$ cat src/rtl/spi_master.sv
// spi_master: single-clock SPI initiator, mode 0 (SCK idles low, data
// captured on rising SCK, changed on falling SCK), MSB first, fixed width.
//
// Parameters
//   WIDTH    bits per frame (>= 2)
//   CLK_DIV  clk cycles per SCK half-period (>= 1; >= 2 with the macro below)
//
// Configuration macro
//   SPI_MASTER_MISO_SYNC_EN  when defined, spi_miso passes through a 2-flop
//                            synchronizer and is sampled on falling SCK.
//                            Frame timing and bit order are unchanged.
//
// Ports
//   clk        in   system clock
//   reset_n    in   asynchronous active-low reset
//   start      in   frame request, sampled only in IDLE
//   tx_data    in   word to send, latched on the accept edge
//   busy       out  high from the accept edge until return to IDLE
//   done       out  one-cycle pulse at frame end
//   rx_data    out  received word, updated only with done, then held
//   spi_clk    out  SCK, idles low
//   spi_cs_n   out  chip select, active low, idles high
//   spi_mosi   out  serial data out
//   spi_miso   in   serial data in
//   dbg_state  out  current FSM state (state_t encoding)
//
// Handshake: a frame is accepted on any clock edge where the FSM is IDLE and
// start is 1; busy rises on that edge. start while busy is ignored, never
// queued. done marks rx_data valid for that frame.

module spi_master #(
    parameter int WIDTH   = 32,
    parameter int CLK_DIV = 2
) (
    input  logic             clk,
    input  logic             reset_n,
    input  logic             start,
    input  logic [WIDTH-1:0] tx_data,
    output logic             busy,
    output logic             done,
    output logic [WIDTH-1:0] rx_data,
    output logic             spi_clk,
    output logic             spi_cs_n,
    output logic             spi_mosi,
    input  logic             spi_miso,
    output logic [2:0]       dbg_state
);

    localparam int CNT_W = $clog2(CLK_DIV) + 1;
    // Bit counter must be able to hold WIDTH itself.
    localparam int BIT_W = $clog2(WIDTH + 1);

    localparam logic [CNT_W-1:0] DIV_LAST = CNT_W'(CLK_DIV - 1);
    localparam logic [BIT_W-1:0] BIT_LAST = BIT_W'(WIDTH - 1);

    typedef enum logic [2:0] {
        IDLE  = 3'd0,
        SETUP = 3'd1,
        SHIFT = 3'd2,
        HOLD  = 3'd3,
        GAP   = 3'd4
    } state_t;

    state_t           state_q, state_d;
    logic [CNT_W-1:0] cnt_q, cnt_d;
    logic [BIT_W-1:0] bit_q, bit_d;
    logic [WIDTH-1:0] tx_sr_q, tx_sr_d;
    logic [WIDTH-1:0] rx_sr_q, rx_sr_d;
    logic [WIDTH-1:0] rx_data_q, rx_data_d;
    logic             busy_q, busy_d;
    logic             done_q, done_d;
    logic             sck_q, sck_d;
    logic             cs_n_q, cs_n_d;
    logic             mosi_q, mosi_d;

    logic             miso_s;
    logic             tick;

`ifdef SPI_MASTER_MISO_SYNC_EN
    // Sampling on falling SCK leaves a full half-period (>= 2 clk) after the
    // rising edge, which covers the two synchronizer stages.
    localparam bit SAMPLE_ON_FALL = 1'b1;

    logic miso_s1_q, miso_s2_q;

    always_ff @(posedge clk or negedge reset_n) begin
        if (!reset_n) begin
            miso_s1_q <= 1'b0;
            miso_s2_q <= 1'b0;
        end else begin
            miso_s1_q <= spi_miso;
            miso_s2_q <= miso_s1_q;
        end
    end

    assign miso_s = miso_s2_q;
`else
    localparam bit SAMPLE_ON_FALL = 1'b0;

    assign miso_s = spi_miso;
`endif

    // One half-period elapses when the divider reaches its last count.
    assign tick = (cnt_q == DIV_LAST);

    always_comb begin
        state_d   = state_q;
        cnt_d     = cnt_q;
        bit_d     = bit_q;
        tx_sr_d   = tx_sr_q;
        rx_sr_d   = rx_sr_q;
        rx_data_d = rx_data_q;
        busy_d    = busy_q;
        done_d    = 1'b0;
        sck_d     = sck_q;
        cs_n_d    = cs_n_q;
        mosi_d    = mosi_q;

        if (state_q != IDLE) begin
            cnt_d = tick ? '0 : cnt_q + 1'b1;
        end else begin
            cnt_d = '0;
        end

        unique case (state_q)
            IDLE: begin
                if (start) begin
                    state_d = SETUP;
                    tx_sr_d = tx_data;
                    rx_sr_d = '0;
                    bit_d   = '0;
                    busy_d  = 1'b1;
                    cs_n_d  = 1'b0;
                    mosi_d  = tx_data[WIDTH-1];
                end
            end

            SETUP: begin
                // End of CS setup: first rising SCK.
                if (tick) begin
                    state_d = SHIFT;
                    sck_d   = 1'b1;
                    if (!SAMPLE_ON_FALL) begin
                        rx_sr_d = {rx_sr_q[WIDTH-2:0], miso_s};
                    end
                end
            end

            SHIFT: begin
                if (tick) begin
                    if (sck_q) begin
                        // Falling SCK: finish bit, present the next one.
                        sck_d = 1'b0;
                        bit_d = bit_q + 1'b1;
                        if (SAMPLE_ON_FALL) begin
                            rx_sr_d = {rx_sr_q[WIDTH-2:0], miso_s};
                        end
                        if (bit_q == BIT_LAST) begin
                            state_d = HOLD;
                            mosi_d  = 1'b0;
                        end else begin
                            tx_sr_d = {tx_sr_q[WIDTH-2:0], 1'b0};
                            mosi_d  = tx_sr_q[WIDTH-2];
                        end
                    end else begin
                        sck_d = 1'b1;
                        if (!SAMPLE_ON_FALL) begin
                            rx_sr_d = {rx_sr_q[WIDTH-2:0], miso_s};
                        end
                    end
                end
            end

            HOLD: begin
                if (tick) begin
                    state_d   = GAP;
                    cs_n_d    = 1'b1;
                    done_d    = 1'b1;
                    rx_data_d = rx_sr_q;
                end
            end

            GAP: begin
                if (tick) begin
                    state_d = IDLE;
                    busy_d  = 1'b0;
                end
            end

            default: begin
                state_d = IDLE;
            end
        endcase
    end

    always_ff @(posedge clk or negedge reset_n) begin
        if (!reset_n) begin
            state_q   <= IDLE;
            cnt_q     <= '0;
            bit_q     <= '0;
            tx_sr_q   <= '0;
            rx_sr_q   <= '0;
            rx_data_q <= '0;
            busy_q    <= 1'b0;
            done_q    <= 1'b0;
            sck_q     <= 1'b0;
            cs_n_q    <= 1'b1;
            mosi_q    <= 1'b0;
        end else begin
            state_q   <= state_d;
            cnt_q     <= cnt_d;
            bit_q     <= bit_d;
            tx_sr_q   <= tx_sr_d;
            rx_sr_q   <= rx_sr_d;
            rx_data_q <= rx_data_d;
            busy_q    <= busy_d;
            done_q    <= done_d;
            sck_q     <= sck_d;
            cs_n_q    <= cs_n_d;
            mosi_q    <= mosi_d;
        end
    end

    assign busy      = busy_q;
    assign done      = done_q;
    assign rx_data   = rx_data_q;
    assign spi_clk   = sck_q;
    assign spi_cs_n  = cs_n_q;
    assign spi_mosi  = mosi_q;
    assign dbg_state = state_q;

endmodule

$ cat config.mk
export PLATFORM = sky130hd
export DESIGN_NAME = spi_master
export DESIGN_NICKNAME = d
export VERILOG_FILES = /design/src/rtl/spi_master.sv
export SDC_FILE = /design/constraint.sdc
export NUM_CORES = 1
export LEC_CHECK = 0
export CAP_MARGIN = 0
export CORE_ASPECT_RATIO = 1.1
export CORE_MARGIN = 1.5
export CORE_UTILIZATION = 27
export DETAILED_ROUTE_END_ITERATION = 10
export HOLD_SLACK_MARGIN = 0.08
export PLACE_DENSITY = 0.55
export RECOVER_POWER = 100
export REMOVE_ABC_BUFFERS = 1
export SYNTH_ARGS = -nofsm -noshare
export SYNTH_HDL_FRONTEND = slang
export SYNTH_SLANG_ARGS = --single-unit
$ cat constraint.sdc
create_clock -name clk -period 2.6 [get_ports clk]
set_clock_uncertainty 0.2 [all_clocks]
set_input_delay 0.52 -clock clk [delete_from_list [all_inputs] [get_ports clk]]
set_output_delay 0.52 -clock clk [all_outputs]
set_load 0.01 [all_outputs]
==> metrics <==
via count=2964; Power per Cell Area=970 nW/um2; Clk network pwr share=0.222; Max VDD drop=0.342 mV; H-tree depth=3; yosys synthesis warning count=0; total CTS buffers=9; simple-gate share of the synthesized area=0.0535; crit path kind=flop to primary output; latest clock arrival within the worst-skew pair=0.35 ns; Nets=449; M1 WL=4530 um; final instance area=6010 um2; Multi-input gate area=1780 um2; pre-CTS setup slack=0.126 ns; Worst-path clk slew=0.07 ns; Unique masters post-synth=37; top_reg_cell synth=dfrtp_1; DP Wirelength=6340 um; Tightest Hold Check Type=flop to flop; Slew @ Worst Pin=0.967 ns; share of cells above drive strength 1=0.276; drt pass-1 iters=4; post-route setup slack=0.156 ns; FFs w/ async S/R, synth=1.00; die area=18400 um2; routed wire length=9630 um; Adder-Cell Fraction of Synth Area=0.00264; Routed Antenna Nets=0; sw frac=0.327; Worst setup SP type=flop; Netlist Area Pre-Place=4750 um2; mux cell area share after synthesis=0.230; crit-path max cell delay=0.62 ns; PortBufs=75; metal2 WL=4480 um; vias per cell=4.55; cell count after synthesis=332; initial core utilization=0.277; largest net degree at the start of global routing=52; Final min period=2.44 ns; register area=2780 um2; Filler cells=1743; post-synthesis sequential area ratio=0.585; total track usage=0.113; Critical Path Slowest Stage Cell=dlygate4sd3_1; maxcap violations=0; outcome=completed; Core Area=17100 um2; #FFs+latches synth=111; IO Count=76; Worst Path Required=1.88 ns; internal power=3.93 mW; final setup violation count=0; crit path capture type=primary output; complex-gate fraction of the synthesized area=0.0946; Leakage=2.70 nW; gpl congestion=0.732; sequential share of power=0.412; Die Ht=142 um; max-slew violations=0; CP Max Fanout=10; Root Driver=clkbuf_16; grt ovf=0; final hold vios=0; Combinational Power Share=0.366; Cell Rows=50; DP Area=5820 um2; # diodes=0; DR iter-0 viols=131; Top Layer Used=met4; largest family of logic cells by synthesized area=multiplexers; chip width=129 um; WL/cell=14.8 um; CTS tree=built; Area growth syn-to-layout=26.6%; NetSw=1.91 mW; Synth Area in XOR/XNOR=0.00369; wire length on met3=428 um; clk sink count=111; cell family with most CP delay=buffers and inverters; Clock Path Buffers=2; max frequency=409 MHz; post-CTS sizing=0; final period utilization=0.940; worst hold slack=0.284 ns; WP data arrival=1.72 ns; Setup TNS Final=0 ns; # DRC=0; EDFF count, synth=0; crit-path cells=buf_4 -> dlygate4sd3_1; RSZ-0062 raised after global routing=no; crit path buf inv count=2; Slew headroom=0.355; first-pass GRT wire length=16400 um; vias in the first global route=3192; Synth Area per Inst=14.3 um2; initial antenna violation count=0
what timing repair did:
item | 4_1_cts | 5_1_grt
hold endpoints to repair | 33 | 0
buffers inserted | 0 | 0
hold buffers | 1 | 0
power by group through the flow:
stage               clock network [mW]  registers, mW  logic [mW]
floorplan                            0           2.44        1.52
global placement                     0           2.44        2.35
detailed placement                   0           2.45        2.40
CTS                               1.36           2.42        2.42
global route                      1.42           2.46        2.35
finish                            1.30           2.41        2.13
cells in the mapped netlist (all sizes together) (2+ instances only):
cell	instances	share of area
o21ai	9	0.0095
nand3	4	0.0042
inv	2	0.0016
a21oi	6	0.0063
or3	3	0.0040
o31ai	2	0.0032
o211ai	2	0.0032
nand2b	5	0.0066
mux2	92	0.23
nor3	4	0.0053
a22o	32	0.059
dfrtp	110	0.58
nor2	12	0.014
nand2	8	0.0063
nand3b	4	0.0063
mux2i	2	0.0042
nand4b	2	0.0037
buf	17	0.025
clkbuf	4	0.0032
cell usage in the layout, fill, tap and decap left out, types with 3 or more instances in the layout:
cell type,n
nor3_1,3
mux2_1,9
clkbuf_16,9
nand2_1,8
buf_12,4
o21ai_0,9
clkbuf_1,5
clkbuf_2,5
a22o_1,32
clkdlybuf4s50_1,35
dfrtp_1,110
nand3b_1,4
or3_1,3
nand2b_1,5
mux2_2,82
a21oi_1,5
nand3_1,4
nor2_1,11
dlygate4sd3_1,40
cell families after synthesis:
group	after synthesis
compound gates	57
fa+ha+maj	1
simple gates	44
flops	111
xor+xnor	2
buf+inv	23
mux	94
worst paths after layout:
path | startpoint | to | slack [ns] | cells past startpoint
max reg2reg | dbg_state[0] | tx_sr_q[9] | 0.29 | 5
min | tx_sr_q[29] | tx_sr_q[29] | 0.28 | 1
max | dbg_state[1] | dbg_state[1] | 0.16 | 2
min reg2reg | tx_sr_q[29] | tx_sr_q[29] | 0.28 | 1
min in group asynchronous | reset_n | tx_sr_q[0] | 0.65 | 2
max in group asynchronous | reset_n | tx_sr_q[28] | 0.50 | 3
metrics by stage:
stage,power (mW),util,instances
after CTS,6.20,0.356,651
after global placement,4.79,0.340,634
final,5.83,0.351,651
after detailed placement,4.85,0.340,634
after global routing,6.24,0.351,651
after floorplan,3.96,-,311
metal layers:
metal | up-vias | track usage
li1 | 1376 | -
met1 | 1509 | 0.148
met2 | 67 | 0.178
met3 | 12 | 0.0267
met4 | 0 | 0.0515
met5 | - | 0
sequential cells by signal (all words and copies together), names as in the netlist:
| register | flops |
|---|---|
| bit_q | 6 |
| busy | 1 |
| cnt_q | 2 |
| dbg_state | 3 |
| done | 1 |
| rx_data | 32 |
| rx_sr_q | 32 |
| spi_clk | 1 |
| spi_cs_n | 1 |
| spi_mosi | 1 |
| tx_sr_q | 31 |
worst reg2reg max path: stages (launching register included):
cell and delay (ns):
dfrtp_1 0.51, or2_0 0.34, a211o_4 0.34, nor2_1 0.20, buf_12 0.24, mux2_2 0.37
cell type report:
type | count | share of cell area
multi-input cells | 198 | 0.295
clock buffers | 10 | 0.0381
repair buffers | 90 | 0.147
clock inverters | 6 | 0.00708
inverters | 2 | 0.00125
flip-flops and latches | 111 | 0.462
well taps | 234 | 0.0487
Note: power is estimated with default switching activity, not from simulation.
